[src/rtl/ifetch_buffer_pkg.sv]
// Shared widths, fetch constants and the buffered-entry layout for the fetch buffer.
package ifetch_buffer_pkg;
  localparam int ADDR_SIZE  = 32;
  localparam int INSTR_SIZE = 32;
  localparam int IFB_DEPTH  = 4;
  localparam logic [ADDR_SIZE-1:0] IFB_PC_STEP = 32'd4;

  typedef struct packed {
    logic [ADDR_SIZE-1:0]  pc;
    logic [INSTR_SIZE-1:0] instr;
  } ifb_entry_t;

  function automatic logic [ADDR_SIZE-1:0] align_pc(input logic [ADDR_SIZE-1:0] a);
    return {a[ADDR_SIZE-1:2], 2'b00};
  endfunction
endpackage

[src/rtl/ifb_fifo.sv]
// Synchronous FIFO with single-cycle flush; head is read straight from storage.
module ifb_fifo #(
  parameter int WIDTH = 32,
  parameter int DEPTH = 4
) (
  input  logic                     clk,
  input  logic                     rst,
  input  logic                     flush,
  input  logic                     push,
  input  logic [WIDTH-1:0]         wdata,
  input  logic                     pop,
  output logic [WIDTH-1:0]         rdata,
  output logic [$clog2(DEPTH):0]   count
);
  localparam int AW = $clog2(DEPTH);
  localparam int CW = AW + 1;

  logic [WIDTH-1:0] mem [DEPTH];
  logic [AW-1:0]    wr_ptr, rd_ptr;
  logic             do_push, do_pop;

  // flush wins over both push and pop in the same cycle
  assign do_push = push && !flush;
  assign do_pop  = pop && (count != '0) && !flush;
  assign rdata   = mem[rd_ptr];

  always_ff @(posedge clk or posedge rst) begin
    if (rst) begin
      wr_ptr <= '0;
      rd_ptr <= '0;
      count  <= '0;
      for (int i = 0; i < DEPTH; i++) mem[i] <= '0;
    end else if (flush) begin
      wr_ptr <= '0;
      rd_ptr <= '0;
      count  <= '0;
    end else begin
      if (do_push) begin
        mem[wr_ptr] <= wdata;
        wr_ptr      <= wr_ptr + 1'b1;
      end
      if (do_pop) rd_ptr <= rd_ptr + 1'b1;
      count <= count + CW'(do_push) - CW'(do_pop);
    end
  end
endmodule

[src/rtl/ifetch_buffer.sv]
// Decoupled fetch front end: credit-limited sequential requests, in-order response
// buffering with pc tags, and flush/discard of stale responses on redirect.
module ifetch_buffer
  import ifetch_buffer_pkg::*;
#(
  parameter int                   DEPTH    = IFB_DEPTH,
  parameter logic [ADDR_SIZE-1:0] RESET_PC = 32'h0000_0000
) (
  input  logic                  clk,
  input  logic                  reset,
  input  logic                  redirect,
  input  logic [ADDR_SIZE-1:0]  redirectpc,
  output logic                  ireq_valid,
  input  logic                  ireq_ready,
  output logic [ADDR_SIZE-1:0]  ireq_addr,
  input  logic                  irsp_valid,
  input  logic [INSTR_SIZE-1:0] irsp_data,
  output logic                  instr_valid,
  input  logic                  instr_ready,
  output logic [INSTR_SIZE-1:0] instr,
  output logic [ADDR_SIZE-1:0]  instr_pc
);
  localparam int CW = $clog2(DEPTH) + 1;

  typedef enum logic {RUN, DRAIN} state_e;

  state_e               state;
  logic [ADDR_SIZE-1:0] fetchpc;
  logic [CW-1:0]        discard, tag_count, fifo_count, outstanding, discard_redir;
  logic [ADDR_SIZE-1:0] tag_pc;
  logic                 req_fire, rsp_keep;
  ifb_entry_t           push_entry, head;

  // Live tags plus stale responses still owed by memory make up the in-flight total.
  assign outstanding   = tag_count + discard;
  assign discard_redir = outstanding - CW'(irsp_valid);

  assign ireq_valid = !reset && (state == RUN) && !redirect &&
                      (({1'b0, fifo_count} + {1'b0, outstanding}) < (CW+1)'(DEPTH));
  assign ireq_addr  = fetchpc;
  assign req_fire   = ireq_valid && ireq_ready;
  assign rsp_keep   = irsp_valid && !redirect && (discard == '0);

  assign push_entry  = '{pc: tag_pc, instr: irsp_data};
  assign instr_valid = (fifo_count != '0);
  assign instr       = head.instr;
  assign instr_pc    = head.pc;

  ifb_fifo #(.WIDTH(ADDR_SIZE), .DEPTH(DEPTH)) u_tag (
    .clk(clk), .rst(reset), .flush(redirect),
    .push(req_fire), .wdata(fetchpc), .pop(rsp_keep),
    .rdata(tag_pc), .count(tag_count)
  );

  ifb_fifo #(.WIDTH($bits(ifb_entry_t)), .DEPTH(DEPTH)) u_data (
    .clk(clk), .rst(reset), .flush(redirect),
    .push(rsp_keep), .wdata(push_entry), .pop(instr_ready),
    .rdata(head), .count(fifo_count)
  );

  always_ff @(posedge clk or posedge reset) begin
    if (reset) begin
      fetchpc <= RESET_PC;
      discard <= '0;
      state   <= RUN;
    end else if (redirect) begin
      fetchpc <= align_pc(redirectpc);
      discard <= discard_redir;
      state   <= (discard_redir != '0) ? DRAIN : RUN;
    end else begin
      if (req_fire) fetchpc <= fetchpc + IFB_PC_STEP;
      if (irsp_valid && (discard != '0)) discard <= discard - CW'(1);
      if ((state == DRAIN) && (discard == '0)) state <= RUN;
    end
  end
endmodule

[config.mk]
export PLATFORM = sky130hd
export DESIGN_NAME = ifetch_buffer
export DESIGN_NICKNAME = d
export VERILOG_FILES = /design/src/rtl/ifetch_buffer_pkg.sv /design/src/rtl/ifb_fifo.sv /design/src/rtl/ifetch_buffer.sv
export SDC_FILE = /design/constraint.sdc
export NUM_CORES = 1
export LEC_CHECK = 0
export ABC_AREA = 1
export BUFFER_PORTS_ARGS = -buffer_cell sky130_fd_sc_hd__buf_2
export CAP_MARGIN = 20
export CORE_MARGIN = 4
export CORE_UTILIZATION = 60
export DETAILED_ROUTE_END_ITERATION = 10
export GPL_ROUTABILITY_DRIVEN = 1
export HOLD_SLACK_MARGIN = 0.12
export PLACE_DENSITY_LB_ADDON = 0.2
export SKIP_LAST_GASP = 1
export SLEW_MARGIN = 10
export SYNTH_ARGS = -nofsm -noshare
export SYNTH_HDL_FRONTEND = slang
export SYNTH_HIERARCHICAL = 1
export SYNTH_SLANG_ARGS = --single-unit
export TNS_END_PERCENT = 20
[constraint.sdc]
create_clock -name clk -period 17.3 [get_ports clk]
set_input_delay 0.865 -clock clk [delete_from_list [all_inputs] [get_ports clk]]
set_output_delay 0.865 -clock clk [all_outputs]
set_load 0.05 [all_outputs]
# == Word-level counts from Yosys, hierarchy flattened ==
# Cells that the tools add are included.
# classes
multipliers,0
eq_ne,0
n_shift,0
n_addsub,13
mux,29
div_mod_pow,0
reduce_logical,32
n_lt_le_gt_ge,7
n_bitwise,6
# op_table
cell,n
bitwise mux 256 bit,1
two-way mux 64 bit,3
two-way mux 32 bit,5
binary-select mux 64 bit (select 2 bit),1
bitwise mux 128 bit,1
demux 64 bit (select 2 bit),1
binary-select mux 32 bit (select 2 bit),1
demux 32 bit (select 2 bit),1
adder 32 x 3 -> 32 bit (second input constant),1
logical AND 1 bit,16
two-way mux 2 bit,8
nonzero test 2 bit,7
>= comparator 3 bit (second input constant),4
two-way mux 3 bit,4
NOT 2 -> 3 bit,4
nonzero test 3 bit,4
subtractor 3 x 1 -> 3 bit,3
adder 2 x 1 -> 2 bit (second input constant),4
adder 3 x 1 -> 3 bit,2
less-than comparator 3 x 1 -> 1 bit (second input constant),2
adder 3 x 3 -> 4 bit,1
less-than comparator 4 x 3 -> 1 bit (second input constant),1
AND reduction 2 bit,2
adder 3 bit,1
other kinds (5),9
# word_totals
in_bits,70
n_memories,0
output_inout_bits,98
latchBits,0
word_cells,104
regBits,434
mem_bits_rw,0
rom_bits,0

# == Longest topological paths before layout ==
# Gate-level depths: netlist of the first run.
# depth
ltp_word,9
mapped_depth,22
depth_no_buf,21

# == Modules after synthesis ==
# Netlist of the first run, hierarchy kept.
# by_module_without_submodules
module,instances,seq_area_each_um2,area_each_um2,cells_each
ifb_fifo (u_data),1,6581.3,11972.7,1305
ifb_fifo (u_tag),1,3378.2,6318.6,675
ifetch_buffer,1,850.8,2835.2,431

# == Least setup slack after synthesis of the first run ==
# No wires, ideal clock.
# synth_path
kind,reg2reg
startpoint,register u_tag.count[0]
endpoint,register u_tag.count[2]
t_required_ps,17181
setup_ps,119
t_arrival_ps,3410
stages_incl_launch_ff,22
slack_ps,13771
cell_sequence,dfrtp_1 -> ha_1 -> inv_1 -> fa_1 -> xor2_1 -> nand2_1 -> nand2_1 -> ha_1 -> nor2_4 -> nand2_2 -> nor2_8 -> nand2_8 -> clkinv_4 -> buf_6 -> nand2_4 -> ha_1 -> inv_1 -> ha_1 -> inv_1 -> fa_1 -> a21oi_1 -> nor2_1
# synth_between
elab_chain_cells,9
elab_cells_between_ends,12
classes_between,add/sub: 4; order compare: 1; mux: 1; reduce/logical: 6
# synth_lines
item,line_no,source
from (decl),ifb_fifo.sv:13,output logic [$clog2(DEPTH):0] count
from (signal assigned),ifb_fifo.sv:43,count <= count + CW'(do_push) - CW'(do_pop);
adder 3 bit,ifetch_buffer.sv:35,assign outstanding = tag_count + discard;
adder 3 x 3 -> 4 bit,ifetch_buffer.sv:39,"(({1'b0, fifo_count} + {1'b0, outstanding}) < (CW+1)'(DEPTH));"
less-than comparator 4 x 3 -> 1 bit,ifetch_buffer.sv:39,
logical AND 1 bit,ifetch_buffer.sv:38,assign ireq_valid = !reset && (state == RUN) && !redirect &&
named net ireq_valid,ifetch_buffer.sv:13,"output logic ireq_valid,"
logical AND 1 bit,ifetch_buffer.sv:41,assign req_fire = ireq_valid && ireq_ready;
named net req_fire,ifetch_buffer.sv:31,"logic req_fire, rsp_keep;"
logical AND 1 bit,ifb_fifo.sv:23,assign do_push = push && !flush;
adder 3 x 1 -> 3 bit,ifb_fifo.sv:43,
subtractor 3 x 1 -> 3 bit,ifb_fifo.sv:43,
two-way mux 3 bit,ifb_fifo.sv:33,end else if (flush) begin
# The timed path passes the listed nets, and every way through them passes these cells.
# A chain may end at the register's enable or synchronous reset.

# == Worst setup path after layout of the first run ==
# layout_path
startpoint,register u_data.rd_ptr[0]
endpoint,output port instr_pc[18]
# layout_between
elab_chain_cells,4
# layout_lines
item,line_no,source
from (decl),ifb_fifo.sv:19,"logic [AW-1:0] wr_ptr, rd_ptr;"
from (signal assigned),ifb_fifo.sv:42,if (do_pop) rd_ptr <= rd_ptr + 1'b1;
NOT 2 -> 3 bit (implied by the code),ifb_fifo.sv:25,assign rdata = mem[rd_ptr];
binary-select mux 64 bit (select 2 bit),ifb_fifo.sv:25,
two-way mux 64 bit (implied by the code) (2 in a row),ifb_fifo.sv:25,
to (decl),ifetch_buffer.sv:21,output logic [ADDR_SIZE-1:0] instr_pc
# Every way passes these cells. The select of a mux whose other input is x is not followed.

==> results.md, run 1 <==
- The flow ran to the end, and the final reports show no timing, DRC or antenna violations.
- Together, buffers and inverters on the worst path number 3.
- Clock-pin slew was measured on the worst setup and hold paths at 0.06 ns.
- The worst setup path is captured at an output port.
- The number of antenna violations at the first check in global routing is 0.
- The count of state elements after synthesis is 432.
- For this block, the routed nets add up to 49730 µm of wire.
- The area of combinational cells with multiple inputs is 8339 µm².
- The diode insertion count for antenna repair is 0.
- The DRC violation total after the first TritonRoute iteration is 1237.
- The DRC violations left is 0.
- The count of different cell masters after synthesis is 41.
- The required time at the worst-slack endpoint is 16.43 ns.
- The H-tree depth is 2.
- The minimum clock period after layout is 4.232 ns.
- Routability-driven placement finished with a final weighted congestion of 0.8806.
- The core box area is 34630 µm².
- The via count of the first global-routing pass is 16.66k.
- In this run the power density over the cells is 148.6 nW/µm².
- Setup violations remaining at the end of the flow were counted as 0.
- The sink count of the clock tree is 432.
- The source-to-sink clock delay at the later pin of the worst-skew pair is 0.55 ns.
- The total chip power is 3.412 mW.
- The number of standard cells after synthesis is 2411.
- STA classifies the critical path startpoint as a flip-flop.
- The die boundary width is 195.6 µm.
- The slew at the pin closest to its max-slew limit is 1.087 ns.
- The number of buffers inserted during clock tree synthesis is 46.
- On the critical path, the stage with the largest delay is an instance of sky130_fd_sc_hd__buf_4.
- The via count normalized by instance count is 5.674.
- The vertical die dimension is 195.6 µm.
- The yosys synthesis warning count is 6.
- The buffer depth of the longest clock path is 3.
- The wire length per cell is 16.70 µm.
- The register cell area after layout is 10820 µm².
- The final hold violation count is 0.
- The setup path with the least slack is of type flip-flop to output port.
- The final layout contains 2585 nets.
- The remaining number of nets flagged by the antenna check after routing is 0.
- Counting flops with an async set or reset pin after synthesis yields a share of 100.0%.
- The wire-length estimate of the detail-placed layout is 29130 µm.
- The dominant delay contributor by cell family on the critical path is buffers and inverters.
- The count of final max-slew check failures is 0.
- The leakage dissipation is 11.16 nW.
- The post-cts resize count is 0.
- Among all flip-flop cells after synthesis, the most frequent one is sky130_fd_sc_hd__dfrtp_1.
- The post-CTS setup buffer count is 0.
- In this run the tool buffered the top-level ports with 163 buffer cells.
- Summed over all layers, the global routing overflow is 0.
- The number of filler instances in the final layout is 2821.
- The max-capacitance violation count is 0.
- The mean cell area of the mapped netlist is 8.763 µm².
- The normalized max-slew margin is 27.53%.
- The layout cell share with drive strength beyond 1 is 16.73%.
- Once the floorplan was initialized, standard cells occupied 61.01% of the core.
- VDD sags by at most 0.1125 mV.
- The setup total negative slack is 0 ns.
- The first detailed-routing pass ran for 5 iterations.
- The proportion of synthesized chip area in sequential cells is 51.17%.
- The final critical path takes up 24.46% of the cycle.
- The arrival time of data at the critical path endpoint is 3.37 ns.
- The clock tree from TritonCTS is built.
- The growth of design area from synthesis to finish is 8.694%.
- Hold repair after CTS inserted 0 buffers.
- The path type of the worst min-delay path is primary input to async pin.
- Entering global routing, the biggest net connects 115 pins.
- The total die area is 38280 µm².
- The clock root buffer is sky130_fd_sc_hd__clkbuf_16.
- For this run, the slowest stage of the critical path takes 0.82 ns.
- Walking the worst path, the cells encountered are clkinv_2, buf_4, o21ai_0, o22ai_1, buf_2.
- The floorplan has 68 rows.
- The setup clock skew after layout is 0.01263 ns.
- The netlist area before placement is 21130 µm².
- The number of enable flip-flop cells after synthesis is 0.
- The overall via count from detail_route is 16.89k.
- The first global-routing pass estimated 82810 µm of wire.
- Setup repair after global routing left no endpoint under its margin.
- In the global route stage, overall resource usage came out at 25.79%.
- For this run, the top clock speed supported by timing is 236.3 MHz.
- The I/O pin total is 168.
- The maximum net fanout on the critical path is 95.
==> through the flow <==
step	cells	hold WS [ns]	utilization (%)	worst slack (ns)	area, µm²
floorplan	2414	0.4496	-	9.195	21140
global route	2977	0.3185	66.31	12.90	22960
finish	2977	0.3137	66.31	13.07	22960
global placement	2894	0.4590	61.63	13.53	21340
detailed placement	2894	0.4625	61.63	13.53	21340
CTS	2972	0.4774	65.92	13.09	22830
==> cells in the final DEF (no fill, tap or decap), drive strengths merged <==
cell type,instances
fa,3
o22ai,96
clkinv,9
or2,1
nor3,1
bufinv,3
o21bai,6
a22o,2
clkbuf,68
or3,1
o211ai,4
nand2,580
xnor2,4
ha,20
and2,1
o21ai,591
conb,4
dfrtp,432
inv,172
o21a,1
buf,183
nand3,69
a21oi,2
nand4,6
xor2,5
nor2,258
==> power by group <==
part / internal (mW) / switching (mW) / leakage (nW) / total (mW)
clock: 0.583 / 0.385 / 0.734 / 0.968
sequential: 1.13 / 0.0940 / 5.91 / 1.22
combinational: 0.300 / 0.920 / 4.52 / 1.22
total: 2.01 / 1.40 / 11.2 / 3.41
==> cell type report <==
class | count | share of cell area, %
Multi-Input combinational cell | 1655 | 36.32
Clock inverter | 10 | 0.5612
Inverter | 174 | 3.002
Clock buffer | 68 | 5.901
Sequential cell | 432 | 47.10
Tap cell | 455 | 2.479
Timing Repair Buffer | 183 | 4.642
==> synth_stat cells (2+ instances only) <==
cell type,n,area share [%]
sky130_fd_sc_hd__xor2_1,5,0.21
sky130_fd_sc_hd__nand4_1,6,0.18
sky130_fd_sc_hd__a21oi_1,2,0.047
sky130_fd_sc_hd__nand2_4,6,0.32
sky130_fd_sc_hd__o21ai_1,258,6.1
sky130_fd_sc_hd__inv_8,2,0.11
sky130_fd_sc_hd__a22o_1,2,0.083
sky130_fd_sc_hd__fa_1,3,0.28
sky130_fd_sc_hd__o21bai_1,6,0.21
sky130_fd_sc_hd__clkbuf_1,42,0.75
sky130_fd_sc_hd__nor2_2,4,0.12
sky130_fd_sc_hd__buf_6,69,3.7
sky130_fd_sc_hd__nor2_4,4,0.21
sky130_fd_sc_hd__nand2_8,6,0.57
sky130_fd_sc_hd__nand2_1,556,9.9
sky130_fd_sc_hd__o21ai_2,120,5.0
sky130_fd_sc_hd__buf_2,23,0.54
sky130_fd_sc_hd__o211ai_1,4,0.14
sky130_fd_sc_hd__inv_2,2,0.036
sky130_fd_sc_hd__xnor2_1,4,0.17
sky130_fd_sc_hd__o21ai_0,213,5.0
sky130_fd_sc_hd__inv_1,168,3.0
sky130_fd_sc_hd__nand3_2,7,0.33
sky130_fd_sc_hd__nand2_2,12,0.36
sky130_fd_sc_hd__ha_1,20,1.2
sky130_fd_sc_hd__nand3_1,62,1.5
sky130_fd_sc_hd__buf_4,4,0.14
sky130_fd_sc_hd__o22ai_1,96,2.8
sky130_fd_sc_hd__buf_8,14,0.99
sky130_fd_sc_hd__dfrtp_1,432,51
sky130_fd_sc_hd__nor2_1,249,4.4
==> per-layer routing <==
| metal | GRT usage, % | up-vias | part of all wire, % |
|---|---|---|---|
| met1 | 35.96 | 8105 | 43 |
| met5 | 0 | - | 0 |
| met3 | 3.623 | 65 | 6.8 |
| met4 | 7.137 | 0 | 1.7 |
| li1 | - | 8122 | - |
| met2 | 42.85 | 600 | 48 |
==> logic make-up after synthesis <==
kind of cell / after synthesis / share of synthesized area [%]
simple gates: 917 / 18.06
fa+ha+maj: 23 / 1.469
flops: 432 / 51.17
buf+inv: 327 / 9.411
other cells: 1 / 0.01775
compound gates: 702 / 19.50
xor+xnor: 9 / 0.3731
==> path summary, 6_finish.rpt <==
| kind | from | to | slack, ns | cells past startpoint |
|---|---|---|---|---|
| max in group asynchronous | reset | u_data/rd_ptr[0] | 15.38 | 3 |
| max reg2reg | u_tag/count[0] | u_tag/count[2] | 13.67 | 20 |
| min | reset | u_tag/count[2] | 0.31 | 2 |
| max | u_data/rd_ptr[0] | instr_pc[18] | 13.07 | 5 |
| min reg2reg | u_tag/mem[66] | u_tag/mem[66] | 0.47 | 2 |
| min in group clk | u_tag/mem[66] | u_tag/mem[66] | 0.47 | 2 |
==> worst register-to-register path: cells and delay by family (launching register included) <==
kind	cells	cell delay [ns]
adders and majority gates	6	1.70
and+or+nand+nor	8	0.79
DFF	1	0.37
buffers and inverters	4	0.36
xor gates and xnor gates	1	0.16
AOI/OAI and AO/OA	1	0.15
==> sequential cells by signal, indices dropped and copies added, names as in the netlist <==
signal         cells
ireq_addr         30
u_tag/wr_ptr       2
u_tag/count        3
u_data/mem       256
u_data/rd_ptr      2
u_tag/rd_ptr       2
discard            3
u_tag/mem        128
state              1
u_data/wr_ptr      2
u_data/count       3
No activity file was read; power rests on OpenSTA's default activity.
==> run 2: changes to the inputs <==
- clock period: 17.3 -> 4.4 ns (I/O delays scaled with it)
==> results.md, run 2 (synthesis results as in run 1) <==
- The core region is 34630 µm².
- The category of the worst setup path capture point is a flip-flop.
- Setup repair after global routing left no endpoint under its margin.
- STA puts the critical path data arrival time at 4.06 ns.
- Together, buffers and inverters on the worst path number 4.
- Once layout is complete, the utilization of the core stands at 67.93%.
- At the later pin of the worst-skew pair, clock insertion delay measures 0.55 ns.
- During I/O placement, the number of pins put on the boundary was 168.
- In this run the tightest slew margin relative to its limit is 29.56%.
- In this run the worst path has a maximum fanout of 27.
- The finished layout holds 3046 standard cells, fillers aside.
- The buffer depth of the longest clock path is 3.
- The share of total power dissipated in sequential elements is 36.4%.
- The internal power is 7.766 mW.
- The overall via count from detail_route is 17.23k.
- The die is 195.6 µm wide.
- The count of buffers inserted at the top-level ports is 163.
- Once the floorplan was initialized, standard cells occupied 61.01% of the core.
- For this design, the slowest cell found on the critical path is sky130_fd_sc_hd__fa_1.
- More flip-flops sit in one register than any other, and that register is u_data/mem.
- The count of final max-slew check failures was 0.
- After routing the design area is 23520 µm².
- Global routing used 26.11% of the available tracks across all layers.
- The congestion estimate from routability-driven global placement came to 0.8655.
- The nature of the critical path startpoint is a flip-flop.
- The category of the critical setup timing path is flip-flop to flip-flop.
- In the routed design, unresolved DRC markers number 0.
- The via count of the first global-routing pass is 16.91k.
- After clock tree synthesis, the clock-pin slew on the worst setup and hold paths is 0.06 ns.
- The layout cell share with drive strength beyond 1 is 16.36%.
- 0 antenna diodes ended up in the layout.
- The most prevalent standard cell on the critical path is sky130_fd_sc_hd__ha_1.
- The wire length per cell is 16.52 µm.
- The library cells used most frequently in the layout, excluding fill and tap cells, are 556 x sky130_fd_sc_hd__nand2_1, 430 x sky130_fd_sc_hd__dfrtp_1, 258 x sky130_fd_sc_hd__o21ai_1.
- The vertical die dimension is 195.6 µm.
- The max-capacitance violation count is 0.
- The largest vdd supply drop is 0.6412 mV.
- Summing all placed instances gives a cell area of 21460 µm².
- The pin count of the biggest net entering global routing is 177.
- The final hold violation count is 0.
- The final count of negative-setup-slack endpoints is 0.
- Summed over all layers, the routed wires come to 50310 µm.
- The run finished with clean final reports.
- At the pin with the least slew margin, the transition time is 1.057 ns.
- The switching part of the total power is 41.50%.
- Clock tree synthesis inserted a total of 45 buffers.
- In this run, placement finished with an instance count of 2902.
- The share of the clock period used by the worst path is 82.70%.
- Grouping stages by cell kind, the critical path spends the most delay in adder cells.
- The number of nets in the layout is 2653.
- The number of placement rows is 68.
- In this run the power density over the cells is 564.3 nW/µm².
- The number of antenna violations at the first check in global routing is 0.
- The required time at the worst-slack endpoint is 4.82 ns.
- The DRC violation total after the first TritonRoute iteration is 1250.
- The sink count of the clock tree is 432.
- Traced cell by cell, the critical path runs through ha_1, inv_1, fa_1, xor2_1, nand2_1, nand2_1, ha_1, nor2_4, nand2_2, nor2_8, nand2_8, clkinv_4, nand2_4, ha_1, inv_1, ha_1, inv_1, fa_1, a21oi_1, nor2_1.
- The peak clock frequency supported by timing is 274.8 MHz.
- The H-tree depth is 2.
- The final hold slack is 0.1650 ns.
- The die covers 38280 µm².
- Leaving out fill and tap cells, the most frequent cell in the layout is sky130_fd_sc_hd__nand2_1.
- The setup total negative slack is 0 ns.
- TritonCTS built the clock tree.
- The clock root buffer is sky130_fd_sc_hd__clkbuf_16.
- The post-detailed-placement half-perimeter wirelength is 30150 µm.
- The clock arrives with 0.02348 ns of skew.
- The first detailed-routing pass ran for 6 iterations.
- The remaining number of nets flagged by the antenna check after routing is 0.
- The minimum clock period after layout is 3.639 ns.
- The min-delay analysis places its worst path in the category primary input to flip-flop.
- After global routing the overflow that remains totals 0.
- The delay of the slowest critical-path stage is 0.40 ns.
- The via count normalized by instance count is 5.658.
- The combinational cell fraction of total power is 36.5%.
- The power share of the clock group is 27.1%.
- The register with the most flip-flops in the layout has 256 of them.
- The global-route wire length before repair is 84610 µm.
- The net switching power of the design is 5.508 mW.
- The leakage dissipation is 11.39 nW.
- The growth of design area from synthesis to finish is 11.34%.
[run 2: metrics by stage]
stage,total power [mW],setup slack [ns]
after floorplan,8.509,0.5689
after global placement,9.578,0.8351
after detailed placement,9.678,0.7698
after CTS,13.33,0.7517
after global routing,13.96,0.5664
final,13.27,0.7613
[run 2: repair_timing]
item | CTS | global route
hold buffers | 66 | 0
endpoints found under the hold margin | 285 | 0
resized for setup | 0 | 0
buffers inserted | 0 | 0
[run 2: path summary, 6_finish.rpt]
check,start,end,slack [ns],cells after the start
max,u_tag/count[0],u_tag/count[2],0.76,20
min reg2reg,u_data/mem[151],u_data/mem[151],0.48,2
max reg2reg,u_tag/count[0],u_tag/count[2],0.76,20
min,ireq_ready,ireq_addr[5],0.16,4
max in group asynchronous,reset,u_data/mem[30],2.81,4
min in group asynchronous,reset,u_data/mem[124],0.27,3
[run 2: final cells by class]
class                   instances  area [µm²]
clock buffers                  69        1348
clock inverters                 9       58.81
fillers                      2732       11110
inverters                     174       685.7
multi-input cells            1655        8339
flip-flops and latches        432       10820
well taps                     455       569.3
repair buffers                252        1707
[run 2: worst min-delay path, cell delays in order]
cell	delay, ns
sky130_fd_sc_hd__buf_2	0.13
sky130_fd_sc_hd__nand2_8	0.11
sky130_fd_sc_hd__nand2_8	0.12
sky130_fd_sc_hd__o21ai_0	0.08
[run 2: power groups by stage]
stage	Clock (mW)	Combinational (mW)	Sequential, mW
6_report	3.60	4.85	4.83
5_1_grt	3.84	5.23	4.89
3_5_place_dp	0	4.79	4.89
3_3_place_gp	0	4.71	4.87
2_1_floorplan	0	3.64	4.87
4_1_cts	3.65	4.86	4.82
[run 2: layer usage]
metal	up-vias	track usage [%]	routed length, µm	share of wire, %
met4	0	5.637	942	1.9
met1	8285	37.17	22180	44
met2	638	43.47	23680	47
met5	-	0	0	0
li1	8232	-	-	-
met3	79	3.416	3513	7.0
==> run 3: changes to the inputs <==
- CORE_UTILIZATION: 60 -> 55
- clock period: 4.4 -> 3.2 ns (I/O delays scaled with it)
==> results.md, run 3 (synthesis results as in run 1) <==
- The number of flip-flops under the largest register name is 256.
- The H-tree depth is 2.
- Once layout is complete, the cells apart from fillers number 3120.
- Dividing the detail-routed wire length by the instance count gives 16.53 µm.
- The total placed cells including tap cells is 2968.
- In this run the count of I/O pins placed on the die edge is 168.
- The worst setup path startpoint is u_tag/count[0].
- In this run the deepest clock path goes through 3 buffers.
- The commonest non-fill, non-tap cell in the layout is sky130_fd_sc_hd__nand2_1.
- The most prevalent standard cell on the critical path is sky130_fd_sc_hd__ha_4.
- OpenSTA, run right after detailed placement, puts the worst setup slack at -0.09946 ns.
- Once layout is done, the placed cells without fillers occupy 24000 µm².
- In this run the power density over the cells is 786.3 nW/µm².
- In the layout the commonest cells are 554 x sky130_fd_sc_hd__nand2_1, 429 x sky130_fd_sc_hd__dfrtp_1, 258 x sky130_fd_sc_hd__o21ai_1.
- The detailed-router iteration count before antenna repair is 5.
- STA puts the critical path data required time at 3.64 ns.
- After clock tree synthesis, the clock-pin slew on the worst setup and hold paths is 0.06 ns.
- More flip-flops sit in one register than any other, and that register is u_data/mem.
- The category of the worst setup path capture point is a flip-flop.
- The via count normalized by instance count is 5.499.
- The diode insertion count for antenna repair is 0.
- The weighted congestion reported at the end of routability-driven placement is 0.8526.
- CTS placed an instance of sky130_fd_sc_hd__clkbuf_16 at the clock tree root.
- The worst path needs 3.129 ns of the cycle, external delays included.
- For the worst flop-to-flop path, the logic depth is 19.
- The worst-case IR drop observed on VDD is 0.4136 mV.
- The final layout contains 2666 nets.
- The number of antenna violations at the first check in global routing is 0.
- The category of the critical setup timing path is flip-flop to flip-flop.
- The minimum setup slack in the final design is 0.07087 ns.
- The cell family contributing the most delay on the critical path is adder cells.
- The placed instance area is 21700 µm².
- On the critical path, the stage with the largest delay is an instance of sky130_fd_sc_hd__fa_2.
- The vertical die dimension is 204.0 µm.
- The share of the clock period used by the worst path is 97.79%.
- In the final timing run, aggregate negative setup slack is 0 ns.
- For the pin with the worst max-slew slack, the measured transition is 0.8919 ns.
- TritonCTS built the clock tree.
- The count of nets left with antenna violations once routing finished came out at 0.
- The delay of the slowest critical-path stage is 0.51 ns.
- Derived from the worst setup path, the maximum achievable clock frequency is 319.6 MHz.
- The pin count of the biggest net entering global routing is 136.
- The final hold violation count is 0.
- The endpoint identified for the worst register-to-register timing path is u_tag/count[1].
- The number of filler instances in the final layout is 3130.
- After detailed routing, the number of remaining DRC violations is 0.
- The final count of negative-setup-slack endpoints is 0.
- The number of placement rows is 71.
- Global routing consumed, over all layers together, 24.90% of the routing resources.
- Setup repair after global routing could not meet its margin everywhere.
- The post-detailed-placement half-perimeter wirelength is 30720 µm.
- In this run the standard cell core region covers 37760 µm².
- For this block, the via count after detailed routing is 17.16k.
- The worst setup path endpoint is u_tag/count[1].
- The first global-routing pass estimated 86080 µm of wire.
- The count of buffers inserted at the top-level ports is 163.
- The growth of design area from synthesis to finish is 13.60%.
- The aggregate global routing overflow is 0.
- The DRC violation total after the first TritonRoute iteration is 1414.
- The startpoint identified for the worst register-to-register timing path is u_tag/count[0].
- The maximum net fanout on the critical path is 2.
- Once the floorplan was initialized, standard cells occupied 55.96% of the core.
- The analysis attributes to cell leakage a power of 11.57 nW.
- The number of buffers inserted during clock tree synthesis is 45.
- STA classifies the critical path startpoint as a flip-flop.
- The layout cell share with drive strength beyond 1 is 17.55%.
- The arrival time of data at the critical path endpoint is 3.57 ns.
- In this run the worst hold path is classified as primary input to flip-flop.
- Measured against its own limit, the worst slew margin works out to 40.47%.
- Counting both buffers and inverters, the worst setup path holds a total of 4.
- The total die area is 41610 µm².
- Across the run, the number of max-cap violations was 0.
- At the later pin of the worst-skew pair, clock insertion delay measures 0.57 ns.
- The via count of the first global-routing pass is 17.08k.
- For flop-to-flop paths, the worst setup slack is 0.07 ns.
- The critical path goes through ha_2, inv_2, fa_2, xor2_1, nand2_1, nand2_2, ha_4, nor2_4, nand2_4, nor2_8, nand2_8, clkinv_4, nand2_4, ha_4, inv_4, ha_4, inv_1, fa_2, nor2_1.
- The setup clock skew after layout is 0.01191 ns.
- The wire length reported by the detailed router is 51590 µm.
- From left edge to right edge, the die measures 204.0 µm.
- The sink count of the clock tree is 432.
- Counting buffers and inverters, the worst setup path is 19 cells deep.
- The run finished with clean final reports.
- The count of final max-slew check failures was 0.
## run 3: cell types whose count changed in the layout (fill, tap and decap cells not counted), sizes merged
| cell | delta |
|---|---|
| buf | +12 |
| clkbuf | -7 |
| bufinv | +5 |
| clkinv | +5 |
| clkinvlp | +3 |
| dlygate4sd3 | +1 |
| inv | -1 |
## run 3: where the power goes
| part | total (mW) | internal (mW) | switching, mW |
|---|---|---|---|
| Clock | 5.42 | 3.26 | 2.17 |
| Combinational | 6.87 | 1.75 | 5.12 |
| Sequential | 6.58 | 6.10 | 0.474 |
| Total | 18.9 | 11.1 | 7.76 |
## run 3: metal layers
layer / wire length (µm) / track usage (%) / vias to the layer above
met4: 996 / 5.934 / 0
met1: 23200 / 35.16 / 8229
met5: 0 / 0 / -
li1: - / - / 8271
met2: 24310 / 41.16 / 580
met3: 3076 / 3.777 / 78
## run 3: layout make-up
| cell class | count | area, µm² | area share (%) |
|---|---|---|---|
| Timing Repair Buffer | 265 | 1899 | 7.914 |
| Sequential cell | 432 | 10820 | 45.07 |
| Multi-Input combinational cell | 1655 | 8402 | 35.01 |
| Inverter | 174 | 689.4 | 2.872 |
| Clock inverter | 21 | 252.7 | 1.053 |
| Clock buffer | 62 | 1301 | 5.422 |
| Tap cell | 511 | 639.4 | 2.664 |
## run 3: tightest hold or removal path, delay by kind of cell
kind | cells | cell delay (ns)
buf+inv | 3 | 0.32
compound gates | 1 | 0.09
simple gates | 2 | 0.15
## run 3: what timing repair did
| item | 4_1_cts | 5_1_grt |
|---|---|---|
| setup buffers | 0 | 2 |
| endpoints found under the setup margin | 2 | 2 |
| pin swaps | 1 | 8 |
| hold buffers | 67 | 0 |
| endpoints found under the hold margin | 367 | 0 |
| resized for setup | 2 | 12 |
## run 3: how the worst min path moves through the flow
stage / start / end / slack [ns] / cells past startpoint
finish: ireq_ready / u_tag/wr_ptr[0] / 0.21 / 6
global route: ireq_ready / ireq_addr[5] / 0.24 / 5
CTS: ireq_ready / u_tag/wr_ptr[0] / 0.18 / 6
detailed placement: reset / state / 0.37 / 3
global placement: reset / u_data/count[0] / 0.36 / 2
floorplan: redirect / u_data/count[0] / 0.23 / 1
## run 3: metrics by stage
step	total power [mW]	util [%]	hold WS, ns
floorplan	11.70	-	0.2252
global route	19.85	63.57	0.2450
finish	18.87	63.57	0.2112
global placement	13.31	57.46	0.3635
CTS	18.99	63.40	0.1816
detailed placement	13.42	57.46	0.3686
